**src/rtl/weight_packer.sv**
```systemverilog
// Packs a stream of signed WIDTH-bit weights into WIDTH*WORDS rows for the 30-row weight store.
// Latency: rowWe/rowData/rowAddr appear the cycle after the last handshake of a row.
// Backpressure: readyOut comes from state only; high throughout PACK, one word per cycle, no bubbles.
module weight_packer #(
    parameter int WIDTH = 10,
    parameter int WORDS = 32,
    parameter int ROWS  = 30
) (
    input  logic                   Clock,
    input  logic                   Rst,
    input  logic                   Start,
    input  logic [WIDTH-1:0]       dataIn,
    input  logic                   validIn,
    output logic                   readyOut,
    output logic [WIDTH*WORDS-1:0] rowData,
    output logic [4:0]             rowAddr,
    output logic                   rowWe,
    output logic                   done,
    output logic [9:0]             count0,
    output logic [9:0]             count1
);

    localparam logic [1:0] IDLE = 2'd0;
    localparam logic [1:0] PACK = 2'd1;
    localparam logic [1:0] DONE = 2'd2;

    logic [1:0]             state;
    logic [WIDTH*WORDS-1:0] asm_buf;
    logic [WIDTH*WORDS-1:0] asm_next;
    logic                   hs;
    logic                   row_last;
    logic                   pass_last;

    // readyOut is a pure state decode so it never combinationally depends on validIn
    assign readyOut  = (state == PACK);
    assign hs        = readyOut && validIn;
    assign row_last  = (count0 == 10'(WORDS - 1));
    assign pass_last = (count1 == 10'(ROWS - 1));

    // Assembly buffer with the incoming word dropped into its slot (raw bits, word 0 in LSBs)
    always_comb begin
        asm_next = asm_buf;
        for (int k = 0; k < WORDS; k++) begin
            if (count0 == 10'(k)) begin
                asm_next[k*WIDTH +: WIDTH] = dataIn;
            end
        end
    end

    // Pass sequencing, row assembly and the one-cycle row write strobe
    always_ff @(posedge Clock or negedge Rst) begin
        if (!Rst) begin
            state   <= IDLE;
            asm_buf <= '0;
            rowData <= '0;
            rowAddr <= '0;
            rowWe   <= 1'b0;
            done    <= 1'b0;
            count0  <= '0;
            count1  <= '0;
        end else begin
            rowWe <= 1'b0;
            case (state)
                IDLE: begin
                    if (Start) begin
                        state   <= PACK;
                        count0  <= '0;
                        count1  <= '0;
                        asm_buf <= '0;
                    end
                end
                PACK: begin
                    if (hs) begin
                        if (row_last) begin
                            // rowData is its own register, so the next row can start immediately
                            rowData <= asm_next;
                            rowAddr <= count1[4:0];
                            rowWe   <= 1'b1;
                            count0  <= '0;
                            count1  <= count1 + 10'd1;
                            asm_buf <= '0;
                            if (pass_last) begin
                                state <= DONE;
                                done  <= 1'b1;
                            end
                        end else begin
                            asm_buf <= asm_next;
                            count0  <= count0 + 10'd1;
                        end
                    end
                end
                DONE: begin
                    if (!Start) begin
                        state <= IDLE;
                        done  <= 1'b0;
                    end
                end
                default: begin
                    state <= IDLE;
                    done  <= 1'b0;
                end
            endcase
        end
    end

endmodule

```
**config.mk**
```make
export PLATFORM = sky130hd
export DESIGN_NAME = weight_packer
export DESIGN_NICKNAME = d
export VERILOG_FILES = /design/src/rtl/weight_packer.sv
export SDC_FILE = /design/constraint.sdc
export NUM_CORES = 1
export LEC_CHECK = 0
export BUFFER_PORTS_ARGS = -buffer_cell sky130_fd_sc_hd__buf_2
export CAP_MARGIN = 5
export CORE_ASPECT_RATIO = 2
export CORE_MARGIN = 2
export CORE_UTILIZATION = 57
export CTS_CLUSTER_SIZE = 20
export DETAILED_ROUTE_END_ITERATION = 8
export GPL_ROUTABILITY_DRIVEN = 1
export GPL_TIMING_DRIVEN = 0
export PLACE_DENSITY = 0.79
export SLEW_MARGIN = 20
export SYNTH_ARGS = -nofsm -noshare
export SYNTH_HDL_FRONTEND = slang
export SYNTH_SLANG_ARGS = --single-unit
export TNS_END_PERCENT = 10
```
**constraint.sdc**
```tcl
create_clock -name Clock -period 3.4 [get_ports Clock]
set_clock_uncertainty 0.15 [all_clocks]
set_input_delay 0.34 -clock Clock [delete_from_list [all_inputs] [get_ports Clock]]
set_output_delay 0.34 -clock Clock [all_outputs]
set_load 0.1 [all_outputs]
```
==> flow_metrics.py <==
metrics = {
    "synthesis": {
        "syn_nets": 2446,
        "yosys_warnings": 0,
        "netlist_area_mm2": 0.02672,
        "avgSynthCellArea_um2": 11.01,
        "synthesis.instances": 2426,
        "synth_edf_count": 0,
        "async_reset_ff_frac": 1.000,
        "synth.distinct_cells": 53,
        "ys_seq_area_frac": 0.6172,
        "synth_flop_cell": "dfrtp_1",
        "ys_ff_latch": 659,
    },
    "power_and_ir_drop": {
        "p_int_w": 0.01260,
        "vdd_ir_drop_max_mv": 0.4353,
        "p_leak_nw": 17.22,
        "combPwrFrac": 0.165,
        "switchingPower_w": 0.005567,
        "clkPwrFrac": 0.353,
        "power_density_mw_per_mm2": 581.1,
        "pwr-share-seq": 0.481,
        "p_sw_frac": 0.3064,
    },
    "die": {
        "initial_utilization": 0.5743,
        "die_height_um": 310.2,
        "coreArea_mm2": 0.04652,
        "num_rows": 112,
        "die_w_um": 157.1,
        "fp.dieArea_mm2": 0.04873,
        "pin_count": 362,
    },
    "global_route": {
        "grt_start_max_net_pins": 104,
        "grt_overflow_total": 0,
        "antenna_found_initial": 1,
        "track_usage": 0.3530,
        "gr-max-usage-layer": "met2",
        "use_met2": 0.5904,
        "grt_pass1_wl_mm": 128.7,
        "grt_pass1_vias": 21470,
        "use_met1": 0.4136,
        "use_met3": 0.05933,
    },
    "timing": {
        "hold_violations": 0,
        "rsz0062_at_grt": "yes",
        "slew_violations": 0,
        "hold_ws_ns": 0.02108,
        "clock.fmax_mhz": 294.6,
        "slew_headroom": 0.2038,
        "worstMarginPinSlew_ns": 1.194,
        "fin_crit_ns": 3.394,
        "setup_viol": 0,
        "fin_ws_ns": 0.005886,
        "fin_crit_sh": 0.9983,
    },
    "worst_setup_path": {
        "crit_path_end": "rowData[291]",
        "critical_path.startpoint": "count0[0]",
        "crit_fanout": 10,
        "r2r_start": "count0[0]",
        "r2r_end": "rowData[291]",
        "rr_worst_depth": 8,
        "arrival_ns": 3.73,
        "crit_type": "reg -> reg",
        "crit_path_start_kind": "flop",
        "setup.worst_path.end_class": "flop",
        "critPathRequiredTime_ns": 3.74,
        "regToRegSetupSlack_ns": 0.006,
    },
    "cells_and_area": {
        "area_growth_pct": 17.02,
        "antenna_cells": 0,
        "drive_gt1_frac": 0.1762,
        "fin_nets": 2859,
    },
    "detailed_routing": {
        "routed_via_density": 6.089,
        "wl_per_cell_um": 24.46,
        "drt-total-wl_mm": 85.86,
        "vias": 21370,
        "drtAntennaViolNets": 0,
        "drt_iter0_drc": 1925,
        "route.detailed.drc": 0,
        "dr.pass1.iters": 5,
    },
    "min_path": {
        "min_from": "validIn",
        "hold_class": "in -> reg",
    },
    "clock_network": {
        "clockBufferDepth": 3,
        "htreeDepth": 2,
        "cts_tree": "done",
        "cts-root-buf": "clkbuf_16",
        "clk_pin_slew_ns": 0.07,
        "clock-sinks": 659,
        "clock_latency_ns": 0.61,
        "postCtsSetupBuffers": 0,
        "cts_made_buffers": 52,
    },
    "status": {
        "status": "complete, no violations",
    },
    "run": {
        "drv_cap": 0,
    },
    "place": {
        "port_buffers": 351,
        "hpwl_mm": 61.58,
        "pre_cts_slack_ns": -0.3300,
        "place.gp.congestion": 0.9615,
    },
}
-- timing repair --
action / CTS / global route
hold buffers: 2 / 0
setup endpoints to repair: 263 / 41
pin swaps: 0 / 0
resized for setup: 7 / 7
hold endpoints to repair: 94 / 0
-- power by group through the flow --
| stage | clock [W] | sequential, W | combinational [W] |
|---|---|---|---|
| floorplan | 0 | 0.00948 | 0.00135 |
| global placement | 0 | 0.00885 | 0.00287 |
| detailed placement | 0 | 0.00887 | 0.00295 |
| CTS | 0.00642 | 0.00872 | 0.00297 |
| global route | 0.00674 | 0.00879 | 0.00317 |
| finish | 0.00642 | 0.00874 | 0.00300 |
-- sequential cells by signal, summed over array words and instances, names as in the netlist --
signal and flops:
asm_buf 310, count0 10, count1 10, done 1, rowAddr 5, rowData 320
rowWe 1, state 2
-- Yosys cell counts (8+ instances only) --
cell / count / area share
nand3b_1: 9 / 0.0025
dfrtp_1: 659 / 0.62
a211oi_1: 9 / 0.0025
o21ai_1: 25 / 0.0047
nand2_1: 707 / 0.099
clkbuf_1: 153 / 0.021
nor2_8: 10 / 0.0075
o21ai_0: 181 / 0.034
nor2_1: 25 / 0.0035
nor4_1: 18 / 0.0042
inv_1: 8 / 0.0011
a32oi_1: 20 / 0.0066
mux2i_1: 157 / 0.059
or3_1: 18 / 0.0042
nand3_1: 15 / 0.0028
a22o_1: 290 / 0.095
buf_2: 23 / 0.0043
-- cells in the final DEF (no fill, tap or decap), drive strengths merged, types with 2 or more instances in the layout --
cell type / n
nand2: 707
dfrtp: 659
buf: 388
a22o: 290
clkbuf: 233
o21ai: 206
mux2i: 157
nor2: 38
a32oi: 20
nor4: 19
or3: 18
nand3: 15
clkinv: 13
nand3b: 9
a211oi: 9
inv: 8
nand2b: 7
a21oi: 7
o31ai: 7
nor3: 6
ha: 6
nand4: 5
xnor2: 5
or4: 5
nor4b: 5
and3: 4
bufinv: 4
nor2b: 3
or3b: 3
o311ai: 3
and4: 3
or2: 2
o31a: 2
o21a: 2
a21o: 2
clkinvlp: 2
dlygate4sd3: 2
-- cells by family after synthesis --
kind of cell | count (synthesis) | synth area share
buffers and inverters | 193 | 0.02913
flip-flops | 659 | 0.6172
XOR/XNOR | 5 | 0.001639
adder cells (fa/ha/maj) | 6 | 0.002810
AO/OA/AOI/OAI | 554 | 0.1520
AND/OR/NAND/NOR | 852 | 0.1384
multiplexers | 157 | 0.05882
-- cell type report --
type	count	area, um^2
Sequential cell	659	16490
Fill cell	3662	15260
Multi-Input combinational cell	1574	9453
Timing Repair Buffer	359	1952
Clock buffer	79	1575
Tap cell	627	784.5
Buffer	185	760.7
Clock inverter	19	219.0
Inverter	8	30.03
-- through the flow --
stage,std cells,total power [W],util,instance area (um^2),setup TNS (ns)
floorplan,2426,0.01082,-,26720,0
global placement,3404,0.01172,0.6289,29260,-7130.21
detailed placement,3410,0.01182,0.6327,29430,-17.08
CTS,3510,0.01811,0.6718,31260,0
global route,3510,0.01869,0.6720,31270,-0.5293
finish,3510,0.01817,0.6720,31270,0
-- critical path: stages (launching register included) --
cell and delay (ns):
dfrtp_1 0.54, ha_1 0.32, and3_1 0.28, nand4_1 0.19
clkbuf_1 0.58, clkbuf_2 0.55, clkbuf_1 0.42, nand2_1 0.10
o21ai_0 0.13
-- how the worst min path moves through the flow --
stage	to	cells past startpoint
after floorplan	asm_buf[0]	0
after global placement	rowData[84]	2
after detailed placement	rowData[251]	1
after CTS	done	4
after global routing	done	4
final	state[0]	4
-- routing by layer --
layer,vias up,wire [um]
li1,9296,-
met2,1101,42340
met4,2,7047
met5,-,8
met1,10630,30380
met3,344,6079
Power figures use the tool's default switching activity.
